$ cat src/rtl/alu_result_stage.sv
// alu_result_stage: captures ALU result + N/Z/C/V flags into a 2-entry valid/ready FIFO.
// Latency 1 cycle push->out_valid; in_ready drops only when both entries are full.
// Optional sticky overflow flag enabled by defining ALU_STICKY_OVF_EN.
module alu_result_stage #(
    parameter int unsigned WIDTH      = 8,
    parameter logic [7:0]  ARITH_MASK = 8'b1100_0000,
    parameter logic [7:0]  SUB_MASK   = 8'b0100_0000
) (
    input  logic             clk,
    input  logic             rst,
    input  logic             in_valid,
    output logic             in_ready,
    input  logic [WIDTH-1:0] in_result,
    input  logic [2:0]       in_func,
    input  logic             in_carry,
    input  logic             in_a_msb,
    input  logic             in_b_msb,
    output logic             out_valid,
    input  logic             out_ready,
    output logic [WIDTH-1:0] out_result,
    output logic [2:0]       out_func,
    output logic [3:0]       out_flags,
    input  logic             sticky_clr,
    output logic             sticky_v
);
    logic [WIDTH-1:0] mem_result [2];
    logic [2:0]       mem_func   [2];
    logic [3:0]       mem_flags  [2];
    logic             wr_ptr;
    logic             rd_ptr;
    logic [1:0]       count;
    logic             push;
    logic             pop;
    logic             arith;
    logic             msb;
    logic             flag_n;
    logic             flag_z;
    logic             flag_c;
    logic             flag_v;

    assign in_ready  = ~rst & (count != 2'd2);
    assign out_valid = (count != 2'd0);
    assign push      = in_valid & in_ready;
    assign pop       = out_valid & out_ready;

    // Flags are resolved at capture time so the entry carries everything downstream needs.
    assign arith  = ARITH_MASK[in_func];
    assign msb    = in_result[WIDTH-1];
    assign flag_n = msb;
    assign flag_z = (in_result == '0);
    assign flag_c = arith & in_carry;
    assign flag_v = arith & (in_a_msb ^ msb) & ((in_b_msb ^ SUB_MASK[in_func]) ^ msb);

    always_ff @(posedge clk) begin
        if (rst) begin
            wr_ptr <= 1'b0;
            rd_ptr <= 1'b0;
            count  <= 2'd0;
            for (int i = 0; i < 2; i++) begin
                mem_result[i] <= '0;
                mem_func[i]   <= '0;
                mem_flags[i]  <= '0;
            end
        end else begin
            if (push) begin
                mem_result[wr_ptr] <= in_result;
                mem_func[wr_ptr]   <= in_func;
                mem_flags[wr_ptr]  <= {flag_n, flag_z, flag_c, flag_v};
                wr_ptr             <= ~wr_ptr;
            end
            if (pop) begin
                rd_ptr <= ~rd_ptr;
            end
            case ({push, pop})
                2'b10:   count <= count + 2'd1;
                2'b01:   count <= count - 2'd1;
                default: count <= count;
            endcase
        end
    end

    assign out_result = mem_result[rd_ptr];
    assign out_func   = mem_func[rd_ptr];
    assign out_flags  = mem_flags[rd_ptr];

`ifdef ALU_STICKY_OVF_EN
    logic sticky_q;

    // A set on the same edge as a clear takes priority so no overflow is lost.
    always_ff @(posedge clk) begin
        if (rst) begin
            sticky_q <= 1'b0;
        end else if (pop && mem_flags[rd_ptr][0]) begin
            sticky_q <= 1'b1;
        end else if (sticky_clr) begin
            sticky_q <= 1'b0;
        end
    end

    assign sticky_v = sticky_q;
`else
    logic unused_sticky_clr;

    assign unused_sticky_clr = sticky_clr;
    assign sticky_v          = 1'b0;
`endif
endmodule

$ cat config.mk
export PLATFORM = sky130hd
export DESIGN_NAME = alu_result_stage
export DESIGN_NICKNAME = d
export VERILOG_FILES = /design/src/rtl/alu_result_stage.sv
export SDC_FILE = /design/constraint.sdc
export NUM_CORES = 1
export LEC_CHECK = 0
export CORE_UTILIZATION = 52
export DETAILED_ROUTE_END_ITERATION = 12
export GPL_TIMING_DRIVEN = 0
export HOLD_SLACK_MARGIN = 0.06
export PLACE_DENSITY = 0.93
export SETUP_SLACK_MARGIN = 0.3
export SLEW_MARGIN = 20
export SYNTH_ARGS = -nofsm -noshare
export SYNTH_HDL_FRONTEND = slang
export SYNTH_SLANG_ARGS = --single-unit
$ cat constraint.sdc
create_clock -name clk -period 5.4 [get_ports clk]
set_clock_uncertainty 0.2 [all_clocks]
set_input_delay 0.81 -clock clk [delete_from_list [all_inputs] [get_ports clk]]
set_output_delay 0.81 -clock clk [all_outputs]
set_load 0.02 [all_outputs]
-- Word-level counts from Yosys, hierarchy flattened
Memory sizes are Yosys's and may differ from the RTL's. A register that Yosys moved wholly into a read port is not among the register bits.
Index checks and enable logic that the tools add are counted.
- add/sub/neg operators: 2
- $lt $le $gt $ge: 1
- eq/ne operators: 3
- multiplexer cells: 23
- bitwise operators: 12
- reductions and logical operators: 6
- operator list (operator ; number):
    $mux W1 ; 19
    $logic_not A8 Y1 ; 1
    $mux W8 ; 1
    $reduce_or A8 Y1 ; 1
    $and A1 B1 Y1 ; 6
    $lt A3 B4 Y1 const B ; 1
    $mux W4 ; 1
    $pmux W2 S2 ; 1
    $reduce_bool A2 Y1 ; 2
    $reduce_or A4 Y1 ; 1
    $mux W3 ; 1
    $not A1 Y1 ; 3
    $reduce_or A3 Y1 ; 1
    $xor A1 B1 Y1 ; 3
    $add A2 B1 Y2 const B ; 1
    $eq A2 B1 Y1 const B ; 1
    $eq A2 B2 Y1 const B ; 1
    $ne A2 B2 Y1 const B ; 1
    $sub A2 B1 Y2 const B ; 1
- register bits: 4
- bits in writable memories: 30
- ROM bits: 16
- bits of input ports: 19
- output and inout bits: 18
- logic and storage cells: 55
- memories: 5
- memory list (memory ; words ; width ; rd ports ; clocked after Yosys merged registers in ; write ports ; RTL line ; RTL):
    mem_result ; 2 ; 8 ; 1 ; 1 ; 2 ; 26 ; logic [WIDTH-1:0] mem_result [2];
    (no name shown) ; 8 ; 1 ; 1 ; 0 ; 0 ; 52 ; assign flag_v = arith & (in_a_msb ^ msb) & ((in_b_msb ^ SUB_MASK[in_func]) ^ msb);
    (no name shown) ; 8 ; 1 ; 1 ; 0 ; 0 ; 47 ; assign arith = ARITH_MASK[in_func];
    mem_flags ; 2 ; 4 ; 1 ; 1 ; 2 ; 28 ; logic [3:0] mem_flags [2];
    mem_func ; 2 ; 3 ; 1 ; 1 ; 2 ; 27 ; logic [2:0] mem_func [2];

-- Depth between registers and ports, before layout
Gate-level depths: netlist of the first run.
- word-level depth: 8
- mapped depth: 7

-- Worst setup path before layout of the first run
Ideal clock, no wire load.
- path type: input to register
- start: input rst
- end: register count[1]
- arrival: 2.003 ns
- required time: 5.130 ns
- path slack: 3.128 ns
- stages: 6
- cells stage by stage: buf_2 > nor2b_1 > nand2_1 > ha_1 > or3_1 > a21oi_1
- longest elaborated chain between the ends: 5
- ends and longest elaborated chain (element ; RTL line ; RTL):
    start, declared ; 10 ; input logic rst,
    $not A1 Y1 ; 41 ; assign in_ready = ~rst & (count != 2'd2);
    $and A1 B1 Y1 ; 41 ;
    $and A1 B1 Y1 ; 43 ; assign push = in_valid & in_ready;
    $eq A2 B1 Y1 / $eq A2 B2 Y1 (equally long branches) ; 74 ; case ({push, pop})
    $pmux W2 S2 / $reduce_bool A2 Y1 (equally long branches) ; n/a ;
    end signal, assigned ; 75 ; 2'b10: count <= count + 2'd1;
    end signal, assigned ; 76 ; 2'b01: count <= count - 2'd1;
    end signal, assigned ; 77 ; default: count <= count;
    end, declared ; 31 ; logic [1:0] count;
Parallel ways exist; a longest one is shown, timed or not.
A chain may end at the register's enable or synchronous reset.

==> results of run 1 <==
## layout make-up
type	count	area (um^2)	share of cell area, %
sequential	33	941	47.1
multi-input combinational	77	544	27.3
timing repair buffer	33	330	16.6
clock inverter	3	65.1	3.26
tap	31	38.8	1.94
clock buffer	5	37.5	1.88
buffer	6	35.0	1.76
inverter	1	3.75	0.188
## power breakdown
| group | switching, mW | internal (mW) |
|---|---|---|
| logic | 0.129 | 0.143 |
| clock network | 0.0862 | 0.143 |
| registers | 0.0238 | 0.314 |
## state kept, by name, indices dropped and copies added, names as in the netlist, named ones only
signal,count
mem_result,15
mem_flags,7
mem_func,6
count,2
rd_ptr,1
wr_ptr,1
## per-layer routing
metal  vias up  wire length [um]
met2        39              1460
met4         0                56
li1        491                 -
met5         -                 0
met1       471              1190
met3         5               203
## how the worst max path moves through the flow
stage	startpoint	to	slack [ps]	depth (start not counted)
2_1_floorplan	rst	count[1]	3130	6
3_3_place_gp	flip-flop	out_result[7]	2650	4
3_5_place_dp	in_valid	count[1]	2550	6
4_1_cts	flip-flop	out_result[7]	2220	4
5_1_grt	flip-flop	out_result[7]	2130	4
6_report	flip-flop	out_result[7]	2250	4
## through the flow
| step | cells | setup slack (ps) |
|---|---|---|
| after floorplan | 117 | 3130 |
| after global placement | 181 | 2650 |
| after detailed placement | 181 | 2550 |
| after CTS | 189 | 2220 |
| after global routing | 189 | 2130 |
| final | 189 | 2250 |
## worst max-delay path, stage by stage (launching register included)
cell	delay [ps]
dfxtp_1	460
buf_2	300
mux2_2	380
buf_4	130
clkdlybuf4s50_1	530
## synthesized netlist by cell type (2+ instances only)
| cell type | number |
|---|---|
| edfxtp_1 | 28 |
| and2_1 | 22 |
| mux2_2 | 14 |
| nor2_1 | 6 |
| dfxtp_1 | 5 |
| buf_2 | 4 |
| nor2b_1 | 4 |
| nor4_1 | 4 |
| nand2_1 | 3 |
| nand2b_1 | 3 |
| nor3_1 | 3 |
| buf_4 | 2 |
| nand3_1 | 2 |
| or2_2 | 2 |
| xnor2_1 | 2 |
| xor2_1 | 2 |
## kinds of logic after synthesis
| group | count (synthesis) |
|---|---|
| AO/OA/AOI/OAI | 4 |
| XOR/XNOR | 4 |
| adder cells (fa/ha/maj) | 1 |
| buffers and inverters | 7 |
| flip-flops | 33 |
| multiplexers | 15 |
| other | 1 |
| AND/OR/NAND/NOR | 52 |
==> impl_metrics.toml, run 1 <==
[synth]
yosysSeqAreaShare_pct = 61.7
syn-cell-area_um2 = 1520
synth_xor_area_share_pct = 2.30
ys_seq_elements = 33
yosysUniqueCellTypes = 27
synthTopCellsByArea = "edfxtp_1 55%, mux2_2 10%, and2_1 9.0%"
netlist_instances = 117
ys_warn_count = 0
async_reset_ff_share_pct = 0
synthFlopType = "edfxtp_1"
synth_nets = 137
synth_compound_area_share_pct = 1.64
synth_top_area_share_pct = 55.2
muxShareOfSynthArea_pct = 11.0
synth_top_area_cell = "edfxtp_1"
synth_edf_count = 28
synthAdderAreaFrac_pct = 0.821
synth_top_family_by_area = "simple AND/OR/NAND/NOR gates"
synth-simple-area-share_pct = 19.7
avgSynthCellArea_um2 = 13.0

[setup_path]
ff2ff_path_depth = 5
path_class = "reg -> out"
cp-end-kind = "output port"
rrSetupSlack_ps = 3440
r2r-end = "count[1]"
critical_path_required_ps = 4390
critPathArrivalTime_ps = 2140
crit_fanout = 10
start_kind = "flip-flop"
r2r-start = "count[0]"

[routing]
wl_per_cell_um = 15.4
wirelength_um = 2910
vias_per_cell = 5.32
drtIter0Drc = 28
final_antenna_net_count = 0
drcViolationCount = 0
via_count = 1006
firstDrtPassIters = 4

[power_and_ir_drop]
ir_drop_mv = 0.371
p_leak_nw = 0.758
pwr_density_cell_nw_per_um2 = 420
report.power.total_mw = 0.839

[finish]
final_common_cell = "clkdlybuf4s50_1"
most-common-layout-cells = "33 x clkdlybuf4s50_1, 28 x edfxtp_1, 22 x and2_1"
nFillCells = 195
area_delta_synth_final_pct = 31.0
drive_gt1_share_pct = 19.6
fin_util_pct = 72.4
final_nets = 177
stdcell_area_um2 = 2000
diodes = 0

[run_status]
status = "finished clean"

[worst_hold_path]
min_path_cells = 2
min_path_type = "reg -> reg"
hold_path_startpoint = "rd_ptr"

[flow_run]
cap_viol_max_count = 0

[timing]
timing.hold.ws_ps = 326
final_hold_viol_count = 0
worst_slew_pin_slew_ps = 695
finalCritPeriodShare_pct = 58.4
fmax_ghz = 0.317
fin_crit_ps = 3150
rsz0062_at_grt = "false"
finalSetupTns_ps = 0
setup_violations = 0
maxSlewViolCount = 0
max_slew_margin_pct = 53.7

[global_route]
grt.busiest_layer = "met2"
grt_pass1_wl_um = 4840
met1_usage_pct = 22.7
grt-ovfl-total = 0
antenna_found_initial = 0
grt_max_degree = 15
track_usage_pct = 21.7
groute.layer.met3.usage_pct = 9.77
grt_pass1_vias = 1056
gr-usage-met2_pct = 36.4

[floorplan]
dieArea_um2 = 3150
core_area_um2 = 2760
die_width_um = 56.1
pin_count = 37
die_h_um = 56.1
initial_core_util_pct = 55.3
rows = 19

[clocking]
clockBufferDepth = 2
cts_tree = "done"
cts-root-buf = "clkbuf_4"
cts.clk_slew.worst_paths_ps = 100
post_cts_buffers = 0
cts.hold.buffers_added = 0
cts-htree-levels = 2
cts_buffers = 5
insertion_delay_ps = 340
ctsResizeCount = 0
cts_sinks = 33

[placed_design]
hpwl_um = 2120
io_buffers = 33
gp_congestion = 0.817
place_area_um2 = 1890
Power figures use the tool's default switching activity.
==> run 2, diff against run 1 <==
- CORE_UTILIZATION: 52 -> 48
- PLACE_DENSITY: 0.93 -> 0.88
- clock period: 5.4 -> 3.05 ns (I/O delays scaled with it)
==> run 2 against run 1 <==
Compared with the run above: cell count grew 6.9%; core utilization decreased by 7.5 points; combinational power is 79% higher; critical path type unchanged; critical endpoint unchanged.
==> impl_metrics.toml, run 2 (synthesis results as in run 1) <==
[timing]
worst_slack_ps = 449
maxSlewViolCount = 0
worst_slew_pin_slew_ps = 672
fmax_ghz = 0.384
rsz0062_at_grt = "false"
finalCritPeriodShare_pct = 85.3
max_slew_margin_pct = 55.2
fin_crit_ps = 2600
final_hold_viol_count = 0
setup_violations = 0
finalSetupTns_ps = 0

[setup_path]
cp-end-kind = "output port"
ff2ff_path_depth = 5
slowest_delay_ps = 520
critPathMostFrequentCell = "buf_4"
crit_fanout = 10
cpMaxStageDelayCell = "clkdlybuf4s50_1"
r2r-start = "count[0]"
path_buf_inv = 3
r2r-end = "count[1]"
path_cells = "buf_4, mux2_2, buf_4, clkdlybuf4s50_1"
path_delay_family = "buffers and inverters"
start_kind = "flip-flop"
path_class = "reg -> out"
rrSetupSlack_ps = 1140
critical_path_required_ps = 2390
critPathArrivalTime_ps = 1940

[routing]
drtIter0Drc = 36
vias_per_cell = 4.98
drcViolationCount = 0
via_count = 1005
wl_met3_um = 155
final_antenna_net_count = 0
wl_per_cell_um = 14.0
drt-met1-wl_um = 1160
top_layer_used = "met4"
wl_met2_um = 1460
wirelength_um = 2820
firstDrtPassIters = 5

[finish]
drive_gt1_share_pct = 19.0
most-common-layout-cells = "33 x clkdlybuf4s50_1, 28 x edfxtp_1, 22 x and2_1"
stdcell_area_um2 = 1960
layout.cells.non_filler = 202
final_common_cell = "clkdlybuf4s50_1"
multiInputGateArea_um2 = 544
largest_reg_flops = 15
regArea_um2 = 942
nFillCells = 245
reg_top3 = "mem_result (15), mem_flags (7), mem_func (6)"
diodes = 0
final_nets = 177
area_delta_synth_final_pct = 28.8
largest_register = "mem_result"

[floorplan]
initial_core_util_pct = 50.3
pin_count = 37
dieArea_um2 = 3400
core_area_um2 = 3030
die_h_um = 58.3
die_width_um = 58.3
rows = 20

[placed_design]
place_area_um2 = 1910
io_buffers = 33
dp_worst_setup_slack_ps = 623
post-place-cells = 194
gp_congestion = 0.761
hpwl_um = 2090

[clocking]
clockBufferDepth = 2
cts_buffers = 5
insertion_delay_ps = 320
cts_tree = "done"
cts-root-buf = "clkbuf_4"
post_cts_buffers = 0
cts.clk_slew.worst_paths_ps = 90
cts_sinks = 33
cts-htree-levels = 2

[global_route]
grt-ovfl-total = 0
grt_max_degree = 15
track_usage_pct = 18.8
grt_pass1_wl_um = 4550
antenna_found_initial = 0
grt_pass1_vias = 987

[worst_hold_path]
min_path_type = "in -> reg"
min_path_cells = 2
hold_path_startpoint = "rst"

[power_and_ir_drop]
seqPwrFrac_pct = 45.9
p_leak_nw = 0.734
p_int_mw = 0.897
pwr_density_cell_nw_per_um2 = 664
ir_drop_mv = 0.352
pwr-share-comb_pct = 37.3
report.power.total_mw = 1.30
swShare_pct = 31.3
pwr-share-clk_pct = 16.7
p_switching_mw = 0.408

[run_status]
status = "finished clean"

[flow_run]
cap_viol_max_count = 0
run 2: cell count changes in the layout (fill, tap and decap cells not counted):
cell and delta:
dfxtp_2 +1, clkinv_1 +2, dfxtp_1 -1, buf_2 -1
buf_4 +1, bufinv_16 -2
run 2: final cells by class:
| type | instances | share of cell area [%] |
|---|---|---|
| clock buffer | 5 | 1.91 |
| multi-input combinational | 77 | 27.7 |
| sequential | 33 | 48.0 |
| tap | 44 | 2.80 |
| buffer | 6 | 1.91 |
| inverter | 1 | 0.191 |
| timing repair buffer | 33 | 16.8 |
| clock inverter | 3 | 0.637 |
run 2: stage by stage:
stage	hold slack, ps	utilization [%]
final	202	64.8
after global routing	210	64.8
after CTS	186	64.8
after detailed placement	304	63.1
after global placement	301	63.1
after floorplan	281	-
run 2: worst max path at each step:
stage          startpoint       endpoint  depth (start not counted)
2_1_floorplan         rst       count[1]                          6
3_3_place_gp    flip-flop  out_result[7]                          4
3_5_place_dp     in_valid       count[1]                          6
4_1_cts         flip-flop  out_result[7]                          4
5_1_grt         flip-flop  out_result[7]                          4
6_report        flip-flop  out_result[7]                          4
run 2: metal layers:
metal | track usage [%] | up-vias
met3 | 6.59 | 7
met1 | 21.0 | 471
met5 | 0 | -
met2 | 33.5 | 37
li1 | - | 490
met4 | 6.46 | 0
run 2: power by group through the flow:
| stage | Combinational (mW) | Sequential [mW] | Clock, mW |
|---|---|---|---|
| 5_1_grt | 0.526 | 0.609 | 0.248 |
| 2_1_floorplan | 0.299 | 0.594 | 0 |
| 3_5_place_dp | 0.487 | 0.608 | 0 |
| 4_1_cts | 0.492 | 0.599 | 0.228 |
| 3_3_place_gp | 0.470 | 0.602 | 0 |
| 6_report | 0.487 | 0.599 | 0.218 |
run 2: repair_timing:
action                     CTS  global route
setup endpoints to repair    1             1
hold buffers                 0             0
resized for setup            1             1
